## config.mk

```make
export PLATFORM = sky130hd
export DESIGN_NAME = road_hazards
export DESIGN_NICKNAME = d
export VERILOG_FILES = /design/src/rtl/hazard_pkg.sv /design/src/rtl/hazard_object.sv /design/src/rtl/road_hazards.sv
export SDC_FILE = /design/constraint.sdc
export NUM_CORES = 1
export LEC_CHECK = 0
export CORE_ASPECT_RATIO = 0.8
export CORE_MARGIN = 8
export CORE_UTILIZATION = 40
export DETAILED_ROUTE_END_ITERATION = 10
export GPL_TIMING_DRIVEN = 0
export PLACE_DENSITY = 0.72
export SYNTH_ARGS = -nofsm -noshare
export SYNTH_HDL_FRONTEND = slang
export SYNTH_SLANG_ARGS = --single-unit
export TNS_END_PERCENT = 30
```

## constraint.sdc

```tcl
create_clock -name frame_clk -period 3.2 [get_ports frame_clk]
set_input_delay 0.64 -clock frame_clk [delete_from_list [all_inputs] [get_ports frame_clk]]
set_output_delay 0.64 -clock frame_clk [all_outputs]
set_load 0.02 [all_outputs]
```

## src/rtl/hazard_pkg.sv

```systemverilog
// Shared constants, object state encoding and lane mapping for the road hazard objects.
package hazard_pkg;

  localparam int unsigned NUM_LANES = 5;
  localparam logic [10:0] LANE_X [NUM_LANES] = '{11'd32, 11'd160, 11'd288, 11'd416, 11'd544};
  localparam logic [10:0] OBJ_W    = 11'd64;
  localparam logic [10:0] OBJ_H    = 11'd64;
  localparam logic [10:0] SCREEN_H = 11'd480;

  typedef enum logic {
    WAIT,
    FALL
  } hazard_state_t;

  // Folds a 3-bit random index onto the five lanes: 5,6,7 wrap to 0,1,2.
  function automatic logic [2:0] lane_of(input logic [2:0] idx);
    return (idx >= 3'd5) ? idx - 3'd5 : idx;
  endfunction

endpackage

```

## src/rtl/hazard_object.sv

```systemverilog
// One falling road object: spawn timer, position, overlap test against the car and hit pulse.
module hazard_object
  import hazard_pkg::*;
#(
  parameter int unsigned SPAWN_FRAMES = 90
) (
  input  logic        frame_clk,
  input  logic        Reset,
  input  logic        menuLive,
  input  logic [10:0] spawn_x,
  input  logic [10:0] step,
  input  logic [10:0] CarX,
  input  logic [10:0] CarY,
  input  logic [10:0] CarW,
  input  logic [10:0] CarH,
  output logic        spawn,
  output logic        hit,
  output logic        Live,
  output logic [10:0] ObjX,
  output logic [10:0] ObjY
);

  localparam logic [15:0] RELOAD = 16'(SPAWN_FRAMES);

  hazard_state_t state;
  logic [15:0]   timer;
  logic [10:0]   car_top;
  logic [11:0]   car_right;
  logic [11:0]   car_bottom;
  logic [11:0]   obj_right;
  logic [11:0]   obj_bottom;
  logic [11:0]   y_next;
  logic          overlap;

  always_comb begin
    // A car partly above the screen (negative Y wraps into bit 10) counts as Y = 0.
    car_top    = CarY[10] ? '0 : CarY;
    car_right  = {1'b0, CarX} + {1'b0, CarW};
    car_bottom = {1'b0, car_top} + {1'b0, CarH};
    obj_right  = {1'b0, ObjX} + {1'b0, OBJ_W};
    obj_bottom = {1'b0, ObjY} + {1'b0, OBJ_H};
    overlap    = ({1'b0, ObjX} < car_right) && ({1'b0, CarX} < obj_right) &&
                 ({1'b0, ObjY} < car_bottom) && ({1'b0, car_top} < obj_bottom);
    hit        = (state == FALL) && overlap;
    spawn      = (state == WAIT) && (timer == '0);
    y_next     = {1'b0, ObjY} + {1'b0, step};
  end

  always_ff @(posedge frame_clk or posedge Reset) begin
    if (Reset) begin
      state <= WAIT;
      timer <= RELOAD;
      Live  <= 1'b0;
      ObjX  <= '0;
      ObjY  <= '0;
    end else if (!menuLive) begin
      case (state)
        WAIT: begin
          if (timer == '0) begin
            state <= FALL;
            Live  <= 1'b1;
            ObjX  <= spawn_x;
            ObjY  <= '0;
          end else begin
            timer <= timer - 16'd1;
          end
        end
        FALL: begin
          // A hit freezes Y for that frame; leaving the screen despawns without effect.
          if (hit || (y_next >= {1'b0, SCREEN_H})) begin
            state <= WAIT;
            timer <= RELOAD;
            Live  <= 1'b0;
          end else begin
            ObjY <= y_next[10:0];
          end
        end
        default: state <= WAIT;
      endcase
    end
  end

endmodule

```

## src/rtl/road_hazards.sv

```systemverilog
// Oil slick and NOS canister spawning, scrolling and car collision effects.
// The oil object, its counter and noShift exist only when ROAD_HAZARDS_OIL_EN is defined.
module road_hazards
  import hazard_pkg::*;
#(
  parameter int unsigned SCROLL_STEP = 4,
  parameter int unsigned OIL_FRAMES  = 60,
  parameter int unsigned SPAWN_OIL   = 90,
  parameter int unsigned SPAWN_NOS   = 240,
  parameter logic [15:0] LFSR_SEED   = 16'hACE1
) (
  input  logic        frame_clk,
  input  logic        Reset,
  input  logic        menuLive,
  input  logic [10:0] CarX,
  input  logic [10:0] CarY,
  input  logic [10:0] CarW,
  input  logic [10:0] CarH,
  input  logic        nosLoadedIn,
  input  logic        nosActive,
  output logic        nosLoadedOut,
  output logic        noShift,
  output logic [10:0] OilX,
  output logic [10:0] OilY,
  output logic [10:0] NosX,
  output logic [10:0] NosY,
  output logic        OilLive,
  output logic        NosLive
);

  localparam logic [15:0] LFSR_TAPS = 16'hB400;

  logic [15:0] lfsr;
  logic [2:0]  lane_idx;
  logic [2:0]  nos_idx;
  logic [10:0] step;
  logic        nos_prev;
  logic        nos_hit;
  logic        nos_spawn;
  logic        unused_inputs;

  assign lane_idx      = lane_of(lfsr[2:0]);
  assign step          = nosActive ? 11'(2 * SCROLL_STEP) : 11'(SCROLL_STEP);
  assign unused_inputs = nosLoadedIn ^ nos_spawn;

  always_ff @(posedge frame_clk or posedge Reset) begin
    if (Reset) begin
      lfsr <= LFSR_SEED;
    end else if (!menuLive) begin
      lfsr <= (lfsr >> 1) ^ (lfsr[0] ? LFSR_TAPS : '0);
    end
  end

`ifdef ROAD_HAZARDS_OIL_EN
  logic        oil_hit;
  logic        oil_spawn;
  logic [15:0] oil_cnt;

  hazard_object #(
    .SPAWN_FRAMES(SPAWN_OIL)
  ) u_oil (
    .frame_clk (frame_clk),
    .Reset     (Reset),
    .menuLive  (menuLive),
    .spawn_x   (LANE_X[lane_idx]),
    .step      (step),
    .CarX      (CarX),
    .CarY      (CarY),
    .CarW      (CarW),
    .CarH      (CarH),
    .spawn     (oil_spawn),
    .hit       (oil_hit),
    .Live      (OilLive),
    .ObjX      (OilX),
    .ObjY      (OilY)
  );

  // Both objects draw from the same LFSR value, so a simultaneous spawn shifts NOS two lanes over.
  assign nos_idx = (oil_spawn && nos_spawn) ? lane_of(lane_idx + 3'd2) : lane_idx;

  always_ff @(posedge frame_clk or posedge Reset) begin
    if (Reset) begin
      noShift <= 1'b0;
      oil_cnt <= '0;
    end else if (!menuLive) begin
      if (oil_hit) begin
        noShift <= 1'b1;
        oil_cnt <= 16'(OIL_FRAMES);
      end else if (noShift) begin
        oil_cnt <= oil_cnt - 16'd1;
        if (oil_cnt == 16'd1) noShift <= 1'b0;
      end
    end
  end
`else
  logic unused_cfg;

  assign unused_cfg = (OIL_FRAMES == 0) || (SPAWN_OIL == 0);
  assign nos_idx    = lane_idx;
  assign noShift    = 1'b0;
  assign OilLive    = 1'b0;
  assign OilX       = '0;
  assign OilY       = '0;
`endif

  hazard_object #(
    .SPAWN_FRAMES(SPAWN_NOS)
  ) u_nos (
    .frame_clk (frame_clk),
    .Reset     (Reset),
    .menuLive  (menuLive),
    .spawn_x   (LANE_X[nos_idx]),
    .step      (step),
    .CarX      (CarX),
    .CarY      (CarY),
    .CarW      (CarW),
    .CarH      (CarH),
    .spawn     (nos_spawn),
    .hit       (nos_hit),
    .Live      (NosLive),
    .ObjX      (NosX),
    .ObjY      (NosY)
  );

  // A fresh NOS burn always empties the charge, even if a canister is collected that frame.
  always_ff @(posedge frame_clk or posedge Reset) begin
    if (Reset) begin
      nosLoadedOut <= 1'b1;
      nos_prev     <= 1'b0;
    end else if (!menuLive) begin
      nos_prev <= nosActive;
      if (nosActive && !nos_prev)
        nosLoadedOut <= 1'b0;
      else if (nos_hit && !nosLoadedOut && !nosActive)
        nosLoadedOut <= 1'b1;
    end
  end

endmodule

```

### Yosys cells after proc, flatten, opt, wreduce, memory -nomap -nowiden

Memory sizes are Yosys's and may differ from the RTL's. A register that Yosys moved wholly into a read port is not among the register bits.
Cells that the tools add are included.

| storage, ports and cells | value |
|---|---|
| register bits after elaboration | 47 |
| memory bits (read-only) | 88 |
| bits of input ports | 49 |
| output and inout bits | 48 |
| word-level logic and storage cells | 65 |
| memories kept | 1 |

| operators by class | value |
|---|---|
| $add $sub $neg | 7 |
| magnitude comparators | 6 |
| eq/ne operators | 4 |
| muxes and demuxes | 18 |
| bitwise logic cells | 4 |
| reductions and logical operators | 18 |

Memory list:

| memory | words | width | rd ports | clocked after memory_dff | wr ports | RTL line | text |
|---|---|---|---|---|---|---|---|
| (no name shown) | 8 | 11 | 1 | 1 | 0 | road_hazards.sv:112 | `.spawn_x (LANE_X[nos_idx]),` |

Operators by type and width:

| kind | count |
|---|---|
| 11-bit by 12-bit less-than comparator with 1-bit output | 4 |
| 16-bit two-way mux | 3 |
| 16-bit case mux with 2 select lines | 1 |
| 11-bit by 11-bit adder with 12-bit output | 2 |
| 11-bit by 7-bit adder with 12-bit output, second input constant | 2 |
| 11-bit two-way mux | 2 |
| 11-bit case mux with 2 select lines | 1 |
| 16-bit logical NOT | 1 |
| 16-bit by 1-bit subtractor with 16-bit output, second input constant | 1 |
| 15-bit by 16-bit bitwise XOR with 16-bit output | 1 |
| 11-bit by 4-bit adder with 12-bit output | 1 |
| 12-bit by 9-bit >= comparator with 1-bit output, second input constant | 1 |
| 3-bit AND reduction | 4 |
| 10-bit two-way mux | 1 |
| 2-bit inequality test, second input constant | 4 |
| 1-bit logical AND | 7 |
| 1-bit two-way mux | 6 |
| 4-bit two-way mux | 1 |
| 3-bit inverter with 4-bit output | 1 |
| 1-bit case mux with 2 select lines | 2 |
| 3-bit >= comparator, second input constant | 1 |
| 1-bit logical NOT | 3 |
| 3-bit two-way mux | 1 |
| 3-bit subtractor, second input constant | 1 |
| other kinds (4) | 5 |

### Longest topological paths before layout

Gate-level depths: netlist of the first run.

| logic depth | value |
|---|---|
| depth after elaboration | 10 |
| depth in mapped cells | 22 |
| depth with buffers taken out | 19 |

### Modules after synthesis

From an unflattened synthesis of the first run, not the netlist that was laid out.

| unflattened totals | value |
|---|---|
| cells, all modules | 585 |
| area total of the unflattened synthesis | 5295.1 um^2 |

By module, submodules not included:

| module | times used | cells each | area an instance (um^2) | sequential area each (um^2) |
|---|---|---|---|---|
| hazard_object | 1 | 494 | 4316.6 | 1006.0 |
| road_hazards | 1 | 91 | 978.4 | 461.7 |

### Worst setup path after synthesis of the first run

Ideal clock, no wire load.

| timing path | value |
|---|---|
| path type | input -> register |
| start point | in CarY[10] |
| end point | reg u_nos.timer[14] |
| setup time | 0.138 ns |
| arrival time | 4.118 ns |
| data required time | 3.062 ns |
| slack | -1.056 ns |
| stages | 21 |
| path buffers | 3 |
| cell sequence | buf_2 -> nor2b_1 -> ha_1 -> ha_1 -> a21oi_1 -> maj3_1 -> o21ai_0 -> a31o_2 -> a211o_1 -> a21oi_1 -> xor2_1 -> ha_1 -> a21oi_1 -> o2111ai_1 -> nand3_1 -> a31o_2 -> a31oi_2 -> buf_4 -> buf_4 -> o41ai_1 -> o41ai_1 |

| on the way | value |
|---|---|
| longest elaborated chain between the ends | 9 |
| elaborated cells on any way between the ends | 10 |

RTL lines:

| element | RTL line | text |
|---|---|---|
| from (decl) | road_hazards.sv:16 | `input logic [10:0] CarY,` |
| 10-bit two-way mux * | hazard_object.sv:37 | `car_top = CarY[10] ? '0 : CarY;` |
| 11-bit by 11-bit adder with 12-bit output | hazard_object.sv:39 | `car_bottom = {1'b0, car_top} + {1'b0, CarH};` |
| 11-bit by 12-bit less-than comparator with 1-bit output | hazard_object.sv:43 | `({1'b0, ObjY} < car_bottom) && ({1'b0, car_top} < obj_bottom);` |
| 1-bit logical AND | hazard_object.sv:42 | `overlap = ({1'b0, ObjX} < car_right) && ({1'b0, CarX} < obj_right) &&` |
| 1-bit logical AND * | hazard_object.sv:43 |  |
| 1-bit logical AND * | hazard_object.sv:44 | `hit = (state == FALL) && overlap;` |
| 1-bit logical OR * | hazard_object.sv:70 | `if (hit \|\| (y_next >= {1'b0, SCREEN_H})) begin` |
| 2-bit inequality test (no source line) * | - |  |
| 3-bit AND reduction (no source line) * | - |  |
| to (signal assigned) | hazard_object.sv:65 | `timer <= timer - 16'd1;` |
| to (decl) | hazard_object.sv:26 | `logic [15:0] timer;` |

Every way passes the cells marked *; elsewhere a longest branch is shown, timed or not.
A chain may end at the register's enable or synchronous reset.

### Worst setup path after layout of the first run

| timing path | value |
|---|---|
| start point | in CarY[1] |
| end point | reg u_nos.timer[15] |

Same word-level chain as after synthesis.

==> results of run 1 <==
[registers in the layout, summed over array words and instances, names as in the netlist]
name          count
lfsr             16
u_nos.timer      16
u_nos.ObjY        9
u_nos.ObjX        4
nosLoadedOut      1
nos_prev          1
u_nos.Live        1
u_nos.state       1
[what timing repair did]
action	CTS	global route
resized for setup	112	19
endpoints found under the setup margin	28	28
gates cloned	2	0
pin swaps	50	15
setup buffers	35	4
[routing by layer]
layer	wire [um]	global-route usage
met5	0	0
met4	208	0.0472
met3	753	0.0322
met2	6360	0.301
met1	5460	0.208
[kinds of logic after synthesis]
family | synth area share
mux | 0.0299
buf+inv | 0.0946
xor+xnor | 0.0494
other cells | 0.000846
compound gates | 0.215
flops | 0.280
fa+ha+maj | 0.149
simple gates | 0.181
[final timing paths]
check / depth (start not counted) / slack [ns] / to / start
setup / recovery: 20 / -0.80 / u_nos.timer[15] / CarY[1]
hold / removal: 2 / 0.49 / nos_prev / nos_prev
setup reg to reg: 11 / 0.06 / u_nos.timer[3] / u_nos.timer[0]
hold reg to reg: 2 / 0.49 / nos_prev / nos_prev
max in group asynchronous: 3 / 1.94 / u_nos.timer[4] / Reset
min in group asynchronous: 2 / 0.67 / u_nos.ObjX[7] / Reset
[metrics by stage]
step                area, um^2  hold slack [ns]  std cells  setup TNS (ns)
detailed placement        5460            0.470        731          -46.56
floorplan                 4650            0.448        525          -15.89
CTS                       6200            0.487        776          -17.87
finish                    6270            0.486        780          -18.66
global route              6270            0.515        780          -22.81
global placement          5440            0.463        730          -42.42
[worst min-delay path, stage by stage (launching register included)]
cell and delay [ns]:
dfrtp_1 0.34, nand2_1 0.05, o21ai_0 0.06
[final cells by class]
cell class	instances	share of cell area
inverters	21	0.0126
multi-input cells	403	0.529
repair buffers	103	0.150
flip-flops and latches	49	0.198
clock buffers	6	0.0206
plain buffers	52	0.0587
well taps	144	0.0287
clock inverters	2	0.00240
[cells in the final DEF, fill, tap and decap left out, types with 5 or more instances in the layout]
cell / Yosys / final
a211o_1: 8 / 8
o21ai_1: 1 / 6
a31oi_1: 6 / 6
a211oi_1: 6 / 5
a21o_1: 7 / 7
xor2_1: 9 / 8
clkbuf_2: 0 / 7
nor2_1: 25 / 24
dfrtp_1: 36 / 36
o21ai_0: 30 / 22
nor2b_1: 14 / 8
xnor2_1: 16 / 16
nand2_1: 33 / 33
ha_4: 0 / 11
inv_1: 21 / 20
conb_1: 1 / 33
nor3_1: 12 / 12
dlygate4sd2_1: 0 / 7
buf_6: 1 / 8
clkbuf_1: 9 / 9
a21oi_2: 0 / 6
buf_4: 35 / 68
nand3_1: 13 / 12
o21a_1: 6 / 6
mux2_2: 10 / 10
clkbuf_16: 0 / 5
o41ai_2: 1 / 5
clkdlybuf4s50_1: 0 / 40
nor2b_4: 0 / 5
and3_1: 7 / 6
ha_1: 48 / 36
a21oi_1: 27 / 17
buf_2: 5 / 7
nand2b_1: 6 / 6
dfstp_2: 13 / 13
[power groups by stage]
stage               clock [mW]  sequential, mW  combinational, mW
finish                   0.528            1.10               2.38
global placement             0            1.08               1.78
detailed placement           0            1.09               1.86
floorplan                    0            1.09               1.34
CTS                      0.539            1.09               2.30
global route             0.554            1.13               2.60
==> run metrics, run 1 <==
Switching Power 1.65 mW; register area 0.00124 mm^2; Peak supply drop 0.000320 V; yosys warns 0; sw frac 0.412; vias in the first global route 4305; overall power about 4 mW; Critical Path AT 4.18 ns; drt initial violations roughly 270; antenna viol nets, final 0; RSZ-0062 raised after global routing yes; max-slew violations 0; clk_skew 0.00422 ns; synthesized instance count a little under 500; Die ar. ~0.015 mm^2; Post-synth EDFFs 0; mapped cell area ~0.0044 mm^2; core area 0.0108 mm^2; CP startpoint kind primary input; Primary FF master, synth dfrtp_1; final hold viol count 0; Synth Register Bits 49; Seq pwr share 0.274; Clk Latency, worst-skew pair a little under 0.3 ns; CP delay by family, top compound AO/OA/AOI/OAI gates; Clock Path Buffers 2; most frequent cell after synthesis ha_1; Synth area leader dfrtp_1; WL final ~13000 um; Worst Path Required 3.38 ns; Internal around 2.4 mW; I/O Buffers 61; Initial Util 0.409; failing checks setup timing; f_max 250 MHz; top post-synthesis cells by area dfrtp_1, ha_1, dfstp_2, buf_4, o21ai_0; Hold Buf Count CTS 0; CTS tree built; Clock Pin Slew Worst Setup and Hold Paths 0.07 ns; pre-CTS WS -1.84 ns; Layout Nets 734; Worst path slowest cell a211o_1; hpwl dp 9040 um; Gate power share 0.594; Max-Cap Viols 0; most common library cells after synthesis ha_1, dfrtp_1, buf_4; Setup Viol. Count Final 28; root buffer cell clkbuf_16; CP Max Fanout 5; Clk pwr share 0.132; Final Critical Period roughly 4 ns; initial antenna violation count 0; unique cell type count in the Yosys netlist 75; slew of the pin with the lowest slew margin 0.633 ns; share of flip-flops with an asynchronous set or reset 1.00; first-pass GRT wire length 20800 um; final worst slack -0.804 ns; layout cells sized above 1 0.311; grt total ovfl 0; routed len/inst 16.4 um; diode count 0; die height 110 um; GRT Util Overall 0.169; CP Buf/Inv Count 2; CP most frequent cell a21oi_2; leakage power 2.79 nW; critical path type primary input to register; post-synthesis sequential area ratio 0.280; area occupied by multi-input gates 0.00331 mm^2; top cell type's share of synthesized area 0.203; Cell Chain, Critical Path buf_6 > nor2b_4 > xor2_2 > ha_4 > a21oi_4 > maj3_2 > o21ai_2 > a31o_2 > a211o_1 > a21oi_2 > xor2_1 > ha_1 > a21oi_2 > o2111ai_2 > nand3_1 > a31o_4 > a31oi_4 > buf_4 > or2_4 > a221o_1; drt drc 0; row cnt 34; CP max stage delay approximately 0.34 ns; outcome finished, violations left; Pwr Density 639 mW/mm^2; clock sinks 49; drt first pass iters 5; I/O pin count 97; Fill cells 932; Mean Syn Cell Area 8.99 um^2; RePlAce Congestion about 0.85; type of destination of the critical path register; final core occ 0.578; Die X 134 um; vias per cell 5.46; H-tree depth 2; Tcrit/Tclk final 1.25; area delta synth->final 41.4%; worst rel slew slack 0.578; TritonCTS buffer count 5; vias after detailed routing 4261; Worst Hold Class register to register; largest net degree at the start of global routing 32
(Power assumes the default switching activity.)
==> run 2: changes to the inputs <==
--- a/config.mk
+++ b/config.mk
@@ -10,8 +10,10 @@
 export CORE_UTILIZATION = 40
 export DETAILED_ROUTE_END_ITERATION = 10
 export GPL_TIMING_DRIVEN = 0
-export PLACE_DENSITY = 0.72
+export PLACE_DENSITY = 0.7
+export SLEW_MARGIN = 5
 export SYNTH_ARGS = -nofsm -noshare
 export SYNTH_HDL_FRONTEND = slang
+export SYNTH_HIERARCHICAL = 1
 export SYNTH_SLANG_ARGS = --single-unit
 export TNS_END_PERCENT = 30
==> run 2 against run 1 <==
  * The run still ends with setup timing left
  * First-iteration DRC count decreased by 7.9%
  * Cell area increased by 15%
  * Wire length increased by 6.2%
  * Critical endpoint is now u_nos/timer[8]
  * Largest cell class unchanged
  * Largest power group unchanged
==> run metrics, run 2 <==
Die ar. 0.0172 mm^2; H-tree depth 3; sw frac 0.392; initial antenna violation count 0; I/O pin count 97; clock sinks 58; diode count 0; Switching Power 1.82 mW; critical path type primary input to register; GRT Util Overall 0.160; commonest non-fill, non-tap cell in the layout ha_1; failing checks setup timing; Internal 2.83 mW; grt total ovfl 0; final hold viol count 0; Seq pwr share 0.285; row cnt 37; Final Critical Period approximately 4.5 ns; min-delay src lfsr[12]; Min Hold Slack a little under 0.5 ns; Mean Syn Cell Area 9.06 um^2; largest net degree at the start of global routing 40; pre-CTS WS -2.55 ns; yosys warns 6; drt initial violations 246; Initial Util 0.411; dpl cell area about 0.0064 mm^2; Gate power share 0.489; Pwr Density 646 mW/mm^2; area delta synth->final 36.2%; RR Startpoint u_nos/ObjX[6]; leakage power 3.37 nW; I/O Buffers 71; Clock Path Buffers 2; Fill cells around 1100; synthesized instance count 584; die height 119 um; mapped cell area 0.00529 mm^2; Hold Buf Count CTS 0; vias after detailed routing roughly 4700; Clock Pin Slew Worst Setup and Hold Paths 0.06 ns; Largest regs lfsr x16, u_nos/timer x16; Peak supply drop around 0.00041 V; slew of the pin with the lowest slew margin 0.646 ns; most frequent cells in the layout ha_1, clkdlybuf4s50_1, buf_4; WL final ~14000 um; TritonCTS buffer count 9; Die X approximately 140 um; RSZ-0062 raised after global routing yes; root buffer cell clkbuf_16; Worst Hold Class register to register; first-pass GRT wire length 22600 um; RePlAce Congestion about 0.88; routed len/inst 14.8 um; Clk pwr share 0.226; Worst Path Required 3.42 ns; vias per cell between 5 and 6; f_max 221 MHz; CP Max Fanout 6; final worst slack -1.33 ns; final core occ 0.560; max-slew violations 0; Clk Latency, worst-skew pair between 0.3 and 0.4 ns; type of destination of the critical path register; design area ~0.0072 mm^2; outcome finished, violations left; core area 0.0129 mm^2; clk_skew 0.00465 ns; Setup Viol. Count Final 30; drt drc 0; Max-Cap Viols 0; worst rel slew slack 0.566; CTS tree built; antenna viol nets, final 0; Tcrit/Tclk final 1.42; vias in the first global route 4758; Critical Path AT roughly 4.8 ns; CP startpoint kind primary input; layout cells sized above 1 0.233; hpwl dp 10200 um; Layout Nets 859; drt first pass iters 4; Setup crit start CarY[10]
## run 2: cell count changes in the layout (fill, tap and decap cells not counted), sizes merged, moves of 10 or more
cell | before | now
mux2 | 10 | 21
ha | 48 | 73
buf | 91 | 64
clkdlybuf4s50 | 40 | 63
a21oi | 27 | 37
inv | 21 | 52
## run 2: power by group through the flow
| stage | logic, mW | registers [mW] | clock network [mW] |
|---|---|---|---|
| 6_report | 2.28 | 1.33 | 1.05 |
| 5_1_grt | 2.52 | 1.38 | 1.11 |
| 4_1_cts | 2.20 | 1.31 | 1.08 |
| 3_5_place_dp | 2.05 | 1.32 | 0 |
| 3_3_place_gp | 1.96 | 1.30 | 0 |
| 2_1_floorplan | 1.45 | 1.33 | 0 |
## run 2: worst max-delay path, stage by stage
cell and delay, ns:
buf_8 0.10, buf_8 0.11, nor2b_1 0.11, ha_2 0.19
inv_2 0.04, fa_2 0.35, nor2b_1 0.14, o21ai_1 0.15
nand2_1 0.10, a21boi_2 0.16, o21ai_2 0.08, a21oi_2 0.22
xnor2_1 0.16, ha_1 0.27, a2111o_1 0.37, a31oi_1 0.17
a211oi_1 0.10, o31a_1 0.16, o31a_4 0.30, or3_4 0.38
buf_8 0.15, a211o_1 0.28
## run 2: through the flow
| stage | TNS (ns) | total power, mW | cells |
|---|---|---|---|
| floorplan | -35.47 | 2.78 | 624 |
| CTS | -32.39 | 4.59 | 908 |
| detailed placement | -69.17 | 3.36 | 871 |
| finish | -35.51 | 4.66 | 914 |
| global placement | -66.05 | 3.26 | 870 |
| global route | -40.06 | 5.01 | 914 |
## run 2: area by class of cell
| class | count | area, um^2 | share of cell area |
|---|---|---|---|
| buffer | 37 | 277 | 0.0384 |
| clock buffer | 9 | 225 | 0.0313 |
| clock inverter | 7 | 101 | 0.0141 |
| inverter | 51 | 191 | 0.0266 |
| multi-input combinational | 476 | 3750 | 0.521 |
| sequential | 58 | 1470 | 0.204 |
| tap | 175 | 219 | 0.0304 |
| timing repair buffer | 101 | 973 | 0.135 |
## run 2: timing repair
| action | CTS | global route |
|---|---|---|
| setup buffers | 22 | 7 |
| cloned | 1 | 0 |
| gates resized for setup | 61 | 13 |
| pin swaps | 32 | 15 |
| setup endpoints to repair | 41 | 41 |
| endpoints found under the hold margin | 0 | 0 |
## run 2: per-layer routing
layer,part of all wire,vias to the layer above,GRT usage
met5,0,-,0
met4,0.012,0,0.0493
met3,0.050,16,0.0331
met2,0.47,95,0.255
met1,0.47,2232,0.212
li1,-,2366,-
## run 2: final timing paths
check                                      end  slack (ns)  cells past startpoint
worst max-delay path            u_nos/timer[8]       -1.33                     22
worst min-delay path                  lfsr[12]        0.49                      2
worst max register to register  u_nos/timer[8]       -0.11                     12
worst min register to register        lfsr[12]        0.49                      2
max in group asynchronous              lfsr[3]        2.04                      2
min in group asynchronous        u_nos/ObjX[7]        0.51                      2
==> run 3: changes to the inputs <==
--- a/config.mk
+++ b/config.mk
@@ -5,12 +5,14 @@
 export SDC_FILE = /design/constraint.sdc
 export NUM_CORES = 1
 export LEC_CHECK = 0
+export ABC_AREA = 1
 export CORE_ASPECT_RATIO = 0.8
 export CORE_MARGIN = 8
 export CORE_UTILIZATION = 40
 export DETAILED_ROUTE_END_ITERATION = 10
 export GPL_TIMING_DRIVEN = 0
-export PLACE_DENSITY = 0.7
+export HOLD_SLACK_MARGIN = 0.02
+export PLACE_DENSITY = 0.69
 export SLEW_MARGIN = 5
 export SYNTH_ARGS = -nofsm -noshare
 export SYNTH_HDL_FRONTEND = slang
==> run 3 against run 2 <==
  * The flow now finishes without violations
  * Synthesized area up 11%
  * Combinational power up 15%
  * Global-route usage up 0.34 points
  * Highest routed layer unchanged
  * Wire length up 17%
  * Via count up 23%
  * Clock-buffer cell count up 5
  * Largest power group unchanged
  * Die area up 10%
==> run metrics, run 3 <==
Pwr Density 620 mW/mm^2; Post-synth EDFFs 0; max-slew violations 0; Layout Nets 1152; share of flip-flops with an asynchronous set or reset 1.00; synthesized instance count approximately 870; most common library cells after synthesis nand2_1, inv_1, nor2_1; first-pass GRT wire length ~26000 um; vias in the first global route 5403; final worst slack 0.0607 ns; Final Critical Period approximately 3.1 ns; antenna viol nets, final 0; Clk Latency, worst-skew pair 0.33 ns; initial antenna violation count 0; final hold viol count 0; pre-CTS WS -0.892 ns; commonest non-fill, non-tap cell in the layout nand2_1; H-tree depth 3; design area 0.00807 mm^2; GRT Util Overall 0.163; RePlAce Congestion 0.886; vias after detailed routing 5780; TritonCTS buffer count 9; f_max 319 MHz; type of destination of the critical path register; clock sinks 58; Clock Pin Slew Worst Setup and Hold Paths 0.05 ns; root buffer cell clkbuf_16; CP Max Fanout 5; Die ar. around 0.019 mm^2; top cell type's share of synthesized area 0.191; critical path type primary input to register; RSZ-0062 raised after global routing yes; Setup Viol. Count Final 0; dpl cell area 0.00703 mm^2; I/O Buffers 70; yosys warns 6; grt total ovfl 0; mapped cell area between 0.005 and 0.006 mm^2; CTS tree built; layout cells sized above 1 0.223; Synth Register Bits 58; Clock Path Buffers 2; Peak supply drop between 0.0003 and 0.0004 V; clk_skew 0.00559 ns; worst rel slew slack 0.547; row cnt 39; drt initial violations 437; Final TNS setup 0 ns; CP startpoint kind primary input; met3 WL 971 um; drt drc 0; drt first pass iters 5; most frequent cell after synthesis nand2_1; die height 125 um; top post-synthesis cells by area dfrtp_1, nand2_1, ha_1, inv_1, dfstp_2; Primary FF master, synth dfrtp_1; Largest regs lfsr x16, u_nos/timer x16; Critical Path AT 3.36 ns; Mean Syn Cell Area 6.80 um^2; Synth area leader dfrtp_1; leakage power 4.32 nW; unique cell type count in the Yosys netlist 49; largest net degree at the start of global routing 33; vias per cell 4.75; Die X about 150 um; metal2 WL 7120 um; area delta synth->final 37.0%; most frequent cells in the layout nand2_1, inv_1, nor2_1; outcome complete, no violations; Max-Cap Viols 0; diode count 0; overall power 5.01 mW; DRT met1 WL around 7600 um; Hold Buf Count CTS 0; core area 0.0143 mm^2; Worst Hold Class register to register; routed len/inst 13.0 um; uppermost routed layer met4; Initial Util 0.411; hpwl dp ~11000 um; post-synthesis sequential area ratio 0.249; Tcrit/Tclk final 0.981; I/O pin count 97; slew of the pin with the lowest slew margin 0.679 ns; Worst Path Required between 3 and 4 ns; WL final about 16000 um
[run 3: layout make-up]
class | count | area (um^2)
clock buffer | 14 | 274
buffer | 42 | 325
tap | 184 | 230
clock inverter | 2 | 35.0
sequential | 58 | 1470
fill | 1336 | 6270
inverter | 116 | 455
multi-input combinational | 691 | 4290
timing repair buffer | 109 | 997
[run 3: stage by stage]
step | util | cells | hold WS (ns)
2_1_floorplan | - | 907 | 0.442
3_3_place_gp | 0.489 | 1161 | 0.446
3_5_place_dp | 0.490 | 1162 | 0.449
4_1_cts | 0.542 | 1205 | 0.458
5_1_grt | 0.563 | 1216 | 0.476
6_report | 0.563 | 1216 | 0.455
[run 3: critical path: stages]
cell and delay (ns):
dlygate4sd2_1 0.24, ha_2 0.19, inv_2 0.05, fa_2 0.23, inv_4 0.06, a31o_4 0.23, a211o_1 0.28, xor2_1 0.19
ha_1 0.30, nand2_1 0.06, inv_1 0.03, nand2_1 0.05, nand2_1 0.04, nand2_1 0.05, nand2_1 0.06, nand2_2 0.08
nand2_4 0.08, nand2_4 0.11, nand3_4 0.12, buf_6 0.18, nand2_2 0.06, nand2_2 0.04
[run 3: power by group]
part	switching, mW	internal, mW	leakage (nW)
registers	0.357	1.03	0.728
clock network	0.336	0.665	0.153
logic	1.46	1.15	3.43
total	2.16	2.85	4.32
[run 3: cells by family (layout without fill, tap and decap cells)]
logic type | count (synthesis) | in the layout | synth area share
XOR/XNOR | 31 | 31 | 0.0461
flip-flops | 58 | 58 | 0.249
AND/OR/NAND/NOR | 462 | 462 | 0.336
AO/OA/AOI/OAI | 80 | 80 | 0.0762
other | 2 | 42 | 0.00127
buffers and inverters | 158 | 283 | 0.126
adder cells (fa/ha/maj) | 76 | 76 | 0.165
[run 3: layer usage]
| layer | vias up | global-route usage |
|---|---|---|
| met5 | - | 0 |
| met4 | 0 | 0.0380 |
| met3 | 13 | 0.0305 |
| met2 | 127 | 0.257 |
| met1 | 2599 | 0.225 |
| li1 | 3041 | - |
[run 3: path summary, 6_finish.rpt]
check	startpoint	to	slack [ns]	cells past startpoint
hold reg to reg	lfsr[7]	lfsr[6]	0.45	2
max in group asynchronous	Reset	lfsr[4]	2.00	2
setup reg to reg	u_nos/ObjY[6]	u_nos/timer[1]	0.37	18
min in group asynchronous	Reset	u_nos/Live	0.57	2
setup / recovery	CarH[0]	u_nos/timer[1]	0.06	22
hold / removal	lfsr[7]	lfsr[6]	0.45	2
[run 3: what timing repair did]
item | 4_1_cts | 5_1_grt
gates resized for setup | 106 | 76
cloned | 1 | 1
setup endpoints to repair | 30 | 30
setup buffers | 26 | 10
pin swaps | 62 | 63
